File: src/rtl/btn_debouncer.sv
// Multi-channel push-button debouncer: per-channel synchronizer, 4-state
// qualification FSM with its own counter, and registered level/rise/fall outputs.
module btn_debouncer #(
    parameter int N_BTN           = 2,
    parameter int SYNC_STAGES     = 2,
    parameter int DEBOUNCE_CYCLES = 1000000
) (
    input  logic             i_clk,
    input  logic             i_reset,
    input  logic [N_BTN-1:0] i_btn,
    output logic [N_BTN-1:0] o_level,
    output logic [N_BTN-1:0] o_rise,
    output logic [N_BTN-1:0] o_fall
);

    localparam int               CNT_W    = $clog2(DEBOUNCE_CYCLES + 1);
    localparam logic [CNT_W-1:0] CNT_LAST = CNT_W'(DEBOUNCE_CYCLES - 1);

    typedef enum logic [1:0] {
        STABLE_LOW  = 2'd0,
        WAIT_HIGH   = 2'd1,
        STABLE_HIGH = 2'd2,
        WAIT_LOW    = 2'd3
    } state_t;

    for (genvar k = 0; k < N_BTN; k++) begin : g_chan
        logic [SYNC_STAGES-1:0] sync_chain;
        logic                   sync;
        state_t                 state;
        logic [CNT_W-1:0]       count;
        logic                   level;
        logic                   rise;
        logic                   fall;

        // Only the last synchronizer stage is allowed to reach the FSM.
        always_ff @(posedge i_clk or negedge i_reset) begin
            if (!i_reset) begin
                sync_chain <= '0;
            end else begin
                sync_chain <= {sync_chain[SYNC_STAGES-2:0], i_btn[k]};
            end
        end

        assign sync = sync_chain[SYNC_STAGES-1];

        // Any sample disagreeing with the candidate level drops back to the
        // stable state with the counter cleared, so bounce earns no credit.
        always_ff @(posedge i_clk or negedge i_reset) begin
            if (!i_reset) begin
                state <= STABLE_LOW;
                count <= '0;
                level <= 1'b0;
                rise  <= 1'b0;
                fall  <= 1'b0;
            end else begin
                rise <= 1'b0;
                fall <= 1'b0;
                case (state)
                    STABLE_LOW: begin
                        if (sync) begin
                            state <= WAIT_HIGH;
                            count <= '0;
                        end
                    end
                    WAIT_HIGH: begin
                        if (!sync) begin
                            state <= STABLE_LOW;
                            count <= '0;
                        end else if (count == CNT_LAST) begin
                            state <= STABLE_HIGH;
                            count <= '0;
                            level <= 1'b1;
                            rise  <= 1'b1;
                        end else begin
                            count <= count + 1'b1;
                        end
                    end
                    STABLE_HIGH: begin
                        if (!sync) begin
                            state <= WAIT_LOW;
                            count <= '0;
                        end
                    end
                    WAIT_LOW: begin
                        if (sync) begin
                            state <= STABLE_HIGH;
                            count <= '0;
                        end else if (count == CNT_LAST) begin
                            state <= STABLE_LOW;
                            count <= '0;
                            level <= 1'b0;
                            fall  <= 1'b1;
                        end else begin
                            count <= count + 1'b1;
                        end
                    end
                    default: begin
                        state <= STABLE_LOW;
                        count <= '0;
                        level <= 1'b0;
                    end
                endcase
            end
        end

        assign o_level[k] = level;
        assign o_rise[k]  = rise;
        assign o_fall[k]  = fall;
    end

endmodule

File: config.mk
export PLATFORM = sky130hd
export DESIGN_NAME = btn_debouncer
export DESIGN_NICKNAME = d
export VERILOG_FILES = /design/src/rtl/btn_debouncer.sv
export SDC_FILE = /design/constraint.sdc
export NUM_CORES = 1
export LEC_CHECK = 0
export CAP_MARGIN = 20
export CORE_ASPECT_RATIO = 2
export CORE_MARGIN = 2
export CORE_UTILIZATION = 40
export CTS_CLUSTER_DIAMETER = 40
export DETAILED_ROUTE_END_ITERATION = 12
export HOLD_SLACK_MARGIN = 0.08
export PLACE_DENSITY_LB_ADDON = 0.3
export SLEW_MARGIN = 30
export SYNTH_ARGS = -nofsm -noshare
export SYNTH_HDL_FRONTEND = slang
export SYNTH_SLANG_ARGS = --single-unit
File: constraint.sdc
create_clock -name i_clk -period 2.1 [get_ports i_clk]
set_input_delay 0.315 -clock i_clk [delete_from_list [all_inputs] [get_ports i_clk]]
set_output_delay 0.315 -clock i_clk [all_outputs]
set_load 0.005 [all_outputs]
* After elaboration in Yosys (flattened, before gate mapping)
Cells that the tools add are included.
** Operators by class
- $add $sub $neg :: 2
- Equality and inequality tests :: 24
- Muxes and demuxes :: 46
- Reduce and logical (&&, ||, !) cells :: 10
** Operator list (number)
- $mux W20 :: 10
- $pmux W20 S4 :: 2
- $add A20 B1 Y20 const B :: 2
- $eq A20 B20 Y1 const B :: 2
- $mux W2 :: 12
- $ne A2 B2 Y1 const B :: 12
- $mux W1 :: 18
- $pmux W2 S4 :: 2
- $ne A3 B3 Y1 const B :: 4
- $reduce_and A5 Y1 :: 2
- $eq A2 B2 Y1 const B :: 4
- $reduce_and A4 Y1 :: 2
- $eq A2 B1 Y1 const B :: 2
- $logic_not A2 Y1 :: 2
- $pmux W1 S2 :: 2
- $reduce_and A2 Y1 :: 2
- $reduce_bool A2 Y1 :: 2
** Storage, ports and cells
- Register bits after elaboration :: 54
- Input port bits :: 4
- Output and inout bits :: 6
- Logic and storage cells :: 94

* Depth between registers and ports, before layout
- Word-level depth :: 4
- Depth in mapped cells :: 8
- Gate-level depth less buffers :: 6

* Worst setup path after synthesis
Ideal clock, no wire load.
- Kind :: reg-to-reg
- From :: register g_chan[1].count[0]
- To :: register with a tool-made name
- Library setup time :: 0.125 ns
- Arrival :: 1.868 ns
- Data required time :: 1.975 ns
- Setup slack :: 0.107 ns
- Stages on the path, launching flop included :: 6
- Path buffers :: 0
- Period minus slack after synthesis :: 1.993 ns
- Path through :: dfrtp_1 -> ha_1 -> nand4_4 -> or4_4 -> nor3_2 -> mux2_2
** RTL lines
- start, declared :: line 30 : logic [CNT_W-1:0] count;
- start signal, assigned :: line 75 : count <= count + 1'b1;
- start signal, assigned :: line 94 : count <= count + 1'b1;

* Final worst setup path
- From :: register g_chan[0].count[7]
- To :: register g_chan[0].count[8]
** Between the ends
- Word-level cells in the longest chain between the ends :: 4
- Elaborated cells between the ends (all ways) :: 6
- Classes of those cells :: add/sub (1); eq/ne (1); mux (4)
** RTL lines
- start, declared :: line 30
- start signal, assigned :: line 75
- start signal, assigned :: line 94
- $add A20 B1 Y20 / $eq A20 B20 Y1 (equally long branches)
- $mux W20 * :: line 69, 88
- $mux W20, on equally long branches :: line 85, 66
- $pmux W20 S4 * :: line 58 : case (state)
Every way passes the cells marked *; elsewhere a longest branch is shown, timed or not.
A chain may end at the register's enable or synchronous reset.

==> metrics.md <==
| Metric | Value |
|---|---|
| Outcome | complete, no violations |
| Flops & latches, synth | 54 |
| Syn Area/Cell | 9.73 um^2 |
| Critical path cell sequence | nor4_1 -> and4b_1 -> a21oi_2 -> a21o_1 -> a22o_1 |
| Clock share of power | 39.7% |
| WP data required | 2280 ps |
| Max frequency | 495 MHz |
| Synth Net Count | 294 |
| Util after Layout | 49.8% |
| Buffers added on ports | 9 |
| Asr flop ratio synth | 100% |
| First-pass GRT wire length | 11500 um |
| CP peak stage delay | 460 ps |
| Nets | 337 |
| Initial antenna violation count | 0 |
| Syn. warnings | 0 |
| R2R cell count | 5 |
| Die width | 63.2 um |
| Finished Cell Area | 3400 um^2 |
| VDD IR max | 0.000482 V |
| CP max-delay cell | dfrtp_1 |
| Antenna Nets Post-Route | 0 |
| Crit start category | flip-flop |
| Synth-to-layout area growth | 21.4% |
| Worst R2R Start | g_chan[0].count[7]$_DFFE_PN0P_ |
| Sw Ratio | 22.4% |
| FILL cells | 681 |
| Cells after Synth | 288 |
| DP HPWL | 4410 um |
| Max-slew violation count | 0 |
| CTS root buffer | clkbuf_16 |
| Fin Clk Skew | 4.35 ps |
| Power Internal | 1.54 mW |
| Relative slew slack | 55.9% |
| DR WL/cell | 15.3 um |
| Die ar. | 7730 um^2 |
| Clock sinks | 54 |
| Period utilisation layout | 96.2% |
| Initial Util | 41.0% |
| Share of cells above drive strength 1 | 20.2% |
| R2R setup slack | 80 ps |
| Seq/Total Area, Yosys | 48.2% |
| CTS tree | done |
| DP Worst Slack | -33.4 ps |
| Post-Syn Area | 2800 um^2 |
| Final Critical Period | 2020 ps |
| Hold Vio Cnt, Final | 0 |
| Total Neg Setup Slack | 0 ps |
| First DRT Iteration DRCs | 144 |
| Drt pass-1 iters | 4 |
| P_leak | 1.49 nW |
| Power Dens Cells | 585 nW/um^2 |
| Setup violators final | 0 |
| Pin count of the biggest net entering global routing | 29 |
| H-tree lvl count | 2 |
| N_diodes | 0 |
| R2r endpoint | g_chan[0].count[8]$_DFFE_PN0P_ |
| Setup crit end kind | flip-flop |
| Post-DR vias/cell | 5.67 |
| Power share of the sequential group | 53.5% |
| Logic pwr share | 6.8% |
| Crit path kind | reg2reg |
| Worst-Margin Slew | 661 ps |
| Critical Path AT | 2200 ps |
| Max-cap violations | 0 |
| Setup crit end | g_chan[0].count[8]$_DFFE_PN0P_ |
| Main synth FF type | dfrtp_1 |
| Gr usage total | 18.4% |
| CTS Buf Count | 5 |
| Peak fanout along the critical path | 14 |
| Area post-placement | 3200 um^2 |
| Chip height | 122 um |
| Post-synth EDFFs | 0 |
| CTS clk-pin slew, worst paths | 70 ps |
| Clk buf depth | 2 |
| Clk_lat worst skew | 290 ps |
| # rows | 43 |
| Vias post-DR | 2386 |
| Number of global-route vias before repair | 2477 |
| Setup crit start | g_chan[0].count[7]$_DFFE_PN0P_ |
| Final setup margin | 80.4 ps |
| NetSw | 0.445 mW |
| Total Wirelength | 6420 um |
| Global route total overflow | 0 |
| Core footprint | 6830 um^2 |
| I/O pins | 10 |
| Cell variety after synth | 50 |
| Hold Path Class | reg2reg |
| DRC Markers | 0 |
| Final GP Congestion | 0.832 |
[cell usage in the layout, fill, tap and decap left out, types with 3 or more instances in the layout]
master	Yosys	layout
dfrtp_1	54	54
buf_4	6	40
nand2_1	32	32
nor2_1	24	24
a31oi_1	21	21
nand3_1	16	16
o21ai_0	15	15
a22o_1	12	12
a21oi_1	12	11
clkdlybuf4s50_1	0	8
inv_1	7	7
a21o_1	7	7
nand4_1	6	6
nor4_1	6	6
xor2_1	6	6
xnor2_1	5	5
clkbuf_16	0	5
nor3_1	4	3
mux2_2	3	3
and4_1	3	3
or2_2	3	3
[power by group through the flow]
| stage | Combinational (mW) | Sequential, mW | Clock [mW] |
|---|---|---|---|
| floorplan | 0.0669 | 1.08 | 0 |
| global placement | 0.120 | 1.08 | 0 |
| detailed placement | 0.125 | 1.08 | 0 |
| CTS | 0.131 | 1.06 | 0.813 |
| global route | 0.152 | 1.06 | 0.863 |
| finish | 0.135 | 1.06 | 0.789 |
[metal layers]
metal | global-route usage, % | share of wire, % | up-vias
li1 | - | - | 1142
met1 | 24.2 | 44 | 1165
met2 | 30.5 | 50 | 72
met3 | 3.12 | 4.8 | 7
met4 | 6.93 | 1.4 | 0
met5 | 0 | 0 | -
[kinds of logic after synthesis]
family / Yosys count / synth area share (%)
xor+xnor: 11 / 3.44
compound gates: 80 / 19.7
mux: 5 / 1.92
simple gates: 113 / 21.3
buf+inv: 23 / 4.51
flops: 54 / 48.2
fa+ha+maj: 2 / 0.893
[cell usage after synthesis, types with 2 or more instances]
library cell	number	area (um^2)
a21o_1	7	52.6
buf_4	6	45.0
inv_1	7	26.3
mux2i_1	2	20.0
a22o_1	12	105
and4_1	3	26.3
ha_1	2	25.0
o22ai_1	2	12.5
buf_6	2	22.5
or2_2	3	18.8
nor4_1	6	37.5
mux2_2	3	33.8
nor2_1	24	90.1
xnor2_1	5	43.8
dfrtp_1	54	1350
nand4_1	6	37.5
a21oi_1	12	60.1
a31oi_1	21	131
or2b_1	2	15.0
nand3_1	16	80.1
and2_1	2	12.5
nand3b_1	2	15.0
clkbuf_1	6	22.5
o21ai_0	15	75.1
buf_2	2	10.0
and3_1	2	12.5
or3_1	2	12.5
xor2_1	6	52.6
nor3_1	4	20.0
nand2_1	32	120
[flip-flops by register name (all words and copies together) (netlist names), named ones only]
| signal | cells |
|---|---|
| g_chan.fall | 2 |
| g_chan.rise | 2 |
| g_chan.state | 2 |
| g_chan.level | 2 |
| g_chan.count | 40 |
| g_chan.sync_chain | 4 |
[layout make-up]
cell class                 count  area, um^2  area share, %
multi-input combinational    213        1380           40.5
sequential                    54        1350           39.7
timing repair buffer          50         395           11.6
clock buffer                   6         129           3.79
tap                           90         113           3.31
inverter                       7        26.3          0.773
clock inverter                 1        7.51          0.221
[through the flow]
step	power (mW)	hold slack, ps	std cells
2_1_floorplan	1.15	19.4	288
6_report	1.99	354	421
3_5_place_dp	1.21	342	410
4_1_cts	2.01	356	419
5_1_grt	2.08	361	421
3_3_place_gp	1.20	340	410
[critical path, delay by kind of cell (launching register included)]
family | cells | cell delay (ps)
flops | 1 | 460
compound gates | 3 | 670
simple gates | 2 | 780
[worst min-delay path by stage]
stage	startpoint	end	slack (ps)	depth (start not counted)
2_1_floorplan	i_reset	asynchronous set/reset pin	20	0
3_3_place_gp	i_reset	g_chan[0].count[8]$_DFFE_PN0P_	340	1
3_5_place_dp	i_reset	g_chan[0].rise$_DFF_PN0_	340	1
4_1_cts	g_chan[1].sync_chain[0]$_DFF_PN0_	g_chan[1].sync_chain[1]$_DFF_PN0_	360	0
5_1_grt	g_chan[1].sync_chain[0]$_DFF_PN0_	g_chan[1].sync_chain[1]$_DFF_PN0_	360	0
6_report	g_chan[1].sync_chain[0]$_DFF_PN0_	g_chan[1].sync_chain[1]$_DFF_PN0_	350	0
[repair_timing]
item,in CTS,in global routing
pin swaps,1,0
endpoints found under the hold margin,24,0
cloned,1,1
resized for setup,2,2
hold buffers,1,0
buffers inserted,0,1
endpoints found under the setup margin,3,8
Power figures use the tool's default switching activity.
==> variant 1, RTL diff (same settings) <==
Change the parameter `SYNC_STAGES` from 2 to 4.
--- a/src/rtl/btn_debouncer.sv
+++ b/src/rtl/btn_debouncer.sv
@@ -2,7 +2,7 @@
 // qualification FSM with its own counter, and registered level/rise/fall outputs.
 module btn_debouncer #(
     parameter int N_BTN           = 2,
-    parameter int SYNC_STAGES     = 2,
+    parameter int SYNC_STAGES     = 4,
     parameter int DEBOUNCE_CYCLES = 1000000
 ) (
     input  logic             i_clk,
Formal check against the unedited RTL: no difference found for any inputs over 10 cycles, from zero or initial values and one cycle with i_reset low; that may be too few to reach the edited logic, so the function may still have changed.
==> variant 1 against the unedited design <==
- worst setup slack got worse by 0.048 ns
- maximum frequency decreased by 2.3%
- highest routed layer unchanged
- routed wire length down 1.4%
- largest cell class is now sequential cells
- count of clock-buffer cells in the layout rose by 7
- sequential cell count up 4
- design area increased by 3.8%
- synthesized area increased by 2.0%
- critical path type unchanged
Power is not compared: it rests on default switching activity, and its combinational part moved more than twofold at a synthesized area within 25%.
==> variant 1: results (changes against the unedited design) <==
* Status: finished clean
* Critical path's slowest cell: or4b_4
* Slew @ Worst Pin at 0.647 ns (-0.0133 ns)
* GR met1 Demand/Resource at 17.4% (-6.8 points)
* Post-synth top cells: dfrtp_1 (58), nand2_1 (34), nor2_1 (20), o21ai_0 (20), nand3_1 (17)
* All-Layer GR Usage at 18.2% (-0.19 points)
* Crit path max fanout at 6 (-8)
* Flop-to-flop setup slack at 0.03 ns (-0.05 ns)
* Placed cells at 404 (-1.5%)
* Finished Core Util at 50.9% (+1.1 points)
* Fin nets at 333 (-1.2%)
* GPL Wtd Cong at 0.884 (+6.3%)
* First-pass GRT wire length at 10700 um (-7.0%)
* Wire per inst at 15.0 um (-1.7%)
* CLK BUF at 13 (+7)
* #MultiIn Comb at 212 (-0.47%)
* H-tree Lvls at 3 (+1)
* Cell count after synthesis at 291 (+1.0%)
* Fraction of synthesized cell area in xor and xnor cells at 5.52% (+2.1 points)
* Post-placement cell area at 3210 sq um (+0.31%)
* Fmax at 484 MHz (-2.3%)
* Max incr delay on CP at 0.48 ns (+0.02 ns)
* Fill cells at 633 (-7.0%)
* DR WL met2 at 3510 um (+9.1%)
* Non-clk bufs at 38 (-24%)
* Final Non-Filler Cells at 422 (+0.24%)
* Sequential share of cell area at 41.1% (+1.4 points)
* Multi-input gate share of total cell area at 38.0% (-2.6 points)
* Clock Latency Late Sink at 0.33 ns (+0.04 ns)
* CTS resizes at 0 (-2)
* Placement Setup Slack at -0.00726 ns (+0.0261 ns)
* Hpwl dp at 4420 um (+0.29%)
* Post-Synth Adder-Cell Area at 0.876% (-0.018 points)
* Post-synthesis mux area share at 1.14% (-0.78 points)
* Layout cells sized above 1 at 17.2% (-3.1 points)
* Reg-to-reg endpoint: g_chan[0].level
* Met2 Usage GRT at 33.2% (+2.8 points)
* Seq/Total Area, Yosys at 50.8% (+2.6 points)
* ClkCell Share at 7.51% (+3.5 points)
* Compound-Gate Fraction of Synth Area at 13.4% (-6.2 points)
* Invs w/o clock at 8 (+1)
* Met1 WL at 2400 um (-15%)
* CTS sink cnt at 58 (+7.4%)
* Iter 0 DRT Violations at 137 (-4.9%)
* Worst min-delay path class: flip-flop to flip-flop
* GR Layer Usage met3 at 4.82% (+1.7 points)
* Syn Area/Cell at 9.82 sq um (+0.96%)
* Largest net degree at the start of global routing at 59 (+100%)
* Final hold slack at 0.344 ns (-0.00971 ns)
* WL met3 at 156 um (-49%)
* TritonCTS Buffers at 9 (+4)
* Regs by FF count: g_chan.count (40), g_chan.sync_chain (8)
* Syn Nets at 297 (+1.0%)
* Worst Path Arrival at 2.28 ns (+0.08 ns)
* CP startpoint: g_chan[0].count[13]
## variant 1: cell types whose count changed after synthesis, sizes merged, moves of 3 or more
| cell | delta |
|---|---|
| and3 | +5 |
| nor2 | -3 |
| and2 | +3 |
| xnor2 | +6 |
| o21ai | +5 |
| a31oi | -13 |
| a22o | -8 |
| nor3b | +4 |
| or4 | +3 |
| dfrtp | +4 |
| o31ai | +3 |
| buf | -3 |
## variant 1: power groups by stage
stage	clock network, mW	registers (mW)	logic (mW)
CTS	1.34	1.21	0.313
global route	1.40	1.22	0.359
global placement	0	1.22	0.304
finish	1.31	1.21	0.321
floorplan	0	1.22	0.181
detailed placement	0	1.23	0.310
## variant 1: worst max-delay path, delay by kind of cell (launching register included)
family                 cells  cell delay [ns]
buffers and inverters      1             0.16
AO/OA/AOI/OAI              1             0.31
AND/OR/NAND/NOR            3             1.07
flip-flops                 1             0.40
==> variant 2, RTL diff (config.mk and constraints unchanged) <==
Without the edit above. Re-encode `state_t` (4 states) as one-hot, 4 bits wide.
--- a/src/rtl/btn_debouncer.sv
+++ b/src/rtl/btn_debouncer.sv
@@ -16,11 +16,11 @@
     localparam int               CNT_W    = $clog2(DEBOUNCE_CYCLES + 1);
     localparam logic [CNT_W-1:0] CNT_LAST = CNT_W'(DEBOUNCE_CYCLES - 1);
 
-    typedef enum logic [1:0] {
-        STABLE_LOW  = 2'd0,
-        WAIT_HIGH   = 2'd1,
-        STABLE_HIGH = 2'd2,
-        WAIT_LOW    = 2'd3
+    typedef enum logic [3:0] {
+        STABLE_LOW  = 4'b0001,
+        WAIT_HIGH   = 4'b0010,
+        STABLE_HIGH = 4'b0100,
+        WAIT_LOW    = 4'b1000
     } state_t;
 
     for (genvar k = 0; k < N_BTN; k++) begin : g_chan
Check against the original RTL: no difference found for any inputs over 10 cycles, from zero or initial values and one cycle with i_reset low; not proved beyond that.
==> variant 2 against the unedited design <==
- routed wire length is 30% higher
- via count increased by 25%
- non-clock buffer count is 21 higher
- hold slack better by 0.00073 ns
- critical path depth rose by 1
- worst setup slack got worse by 0.0042 ns
- synthesized area increased by 16%
- die area rose by 15%
- maximum frequency is 0.21% lower
- sequential cell count up 4
- design area up 21%
Power is not compared: it rests on default switching activity, and its combinational part moved more than twofold at a synthesized area within 25%.
==> variant 2: results (changes against the unedited design) <==
* Largest net degree at the start of global routing at 22 (-24%)
* GPL Wtd Cong at 0.870 (+4.5%)
* Synth area leaders: dfrtp_1 (43%), nand2_1 (3.2%), nor2_1 (3.1%)
* Worst-path clk slew at 0.05 ns (-0.02 ns)
* TritonCTS Buffers at 9 (+4)
* Met1 WL at 2990 um (+6.6%)
* Hpwl dp at 6190 um (+40%)
* Multi-input gate share of total cell area at 40.2% (-0.39 points)
* Seq/Total Area, Yosys at 44.8% (-3.5 points)
* DR WL met2 at 4720 um (+46%)
* WL met3 at 222 um (-28%)
* Fraction of synthesized cell area in xor and xnor cells at 2.97% (-0.47 points)
* Post-Synth Adder-Cell Area at 0.770% (-0.12 points)
* Worst Skew at 0.00739 ns (+0.00304 ns)
* Status: finished clean
* Tap cells at 96 (+6.7%)
* Fill cells at 742 (+9.0%)
* Yosys cell types at 65 (+30%)
* Post-synth top cells: dfrtp_1 (56), nand2_1 (28), nor2_1 (27)
* Syn Area/Cell at 9.25 sq um (-4.9%)
* Placement Setup Slack at 0.0496 ns (+0.0830 ns)
* All-Layer GR Usage at 21.1% (+2.7 points)
* Critical path's slowest cell: or4_4
* Iter 0 DRT Violations at 203 (+41%)
* ClkCell Share at 7.29% (+3.3 points)
* Compound-Gate Fraction of Synth Area at 17.4% (-2.3 points)
* Fin nets at 416 (+23%)
* Post-placement cell area at 3730 sq um (+16%)
* Sequential share of cell area at 35.5% (-4.2 points)
* Vias at 2971 (+25%)
* Max incr delay on CP at 0.56 ns (+0.10 ns)
* Finished Core Util at 52.0% (+2.2 points)
* Met2 Usage GRT at 36.8% (+6.3 points)
* Via density at 5.81 (+2.6%)
* GR Layer Usage met3 at 5.48% (+2.4 points)
* Post-synthesis mux area share at 0.655% (-1.3 points)
* Slew HR at 63.4% (+7.5 points)
* Seq_cells at 58 (+7.4%)
* First-pass GRT wire length at 14100 um (+22%)
* H-tree Lvls at 3 (+1)
* Worst Path Arrival at 2.27 ns (+0.07 ns)
* Non-clk bufs at 71 (+42%)
* Non-Clock Buffer Area Fraction at 13.5% (+1.9 points)
* Regs by FF count: g_chan.count (40), g_chan.state (8), g_chan.sync_chain (4)
variant 2: timing repair:
| item | CTS | global route |
|---|---|---|
| hold buffers | 1 | 0 |
| gates resized for setup | 0 | 5 |
| setup endpoints to repair | 0 | 17 |
| buffers inserted | 0 | 5 |
| hold endpoints to repair | 19 | 0 |
variant 2: where the power goes:
part | internal, mW | switching, mW
combinational | 0.236 | 0.340
sequential | 1.17 | 0.0523
clock | 0.979 | 0.482
total | 2.38 | 0.874
variant 2: final timing paths:
kind                                    startpoint                 endpoint  slack, ns  depth (start not counted)
min in group asynchronous                  i_reset       g_chan[1].count[0]       0.48                          2
hold reg to reg            g_chan[0].sync_chain[0]  g_chan[0].sync_chain[1]       0.35                          0
setup reg to reg                g_chan[1].count[6]          g_chan[1].level       0.08                          6
setup / recovery                g_chan[1].count[6]          g_chan[1].level       0.08                          6
max in group asynchronous                  i_reset       g_chan[0].state[0]       0.89                          3
hold / removal             g_chan[0].sync_chain[0]  g_chan[0].sync_chain[1]       0.35                          0
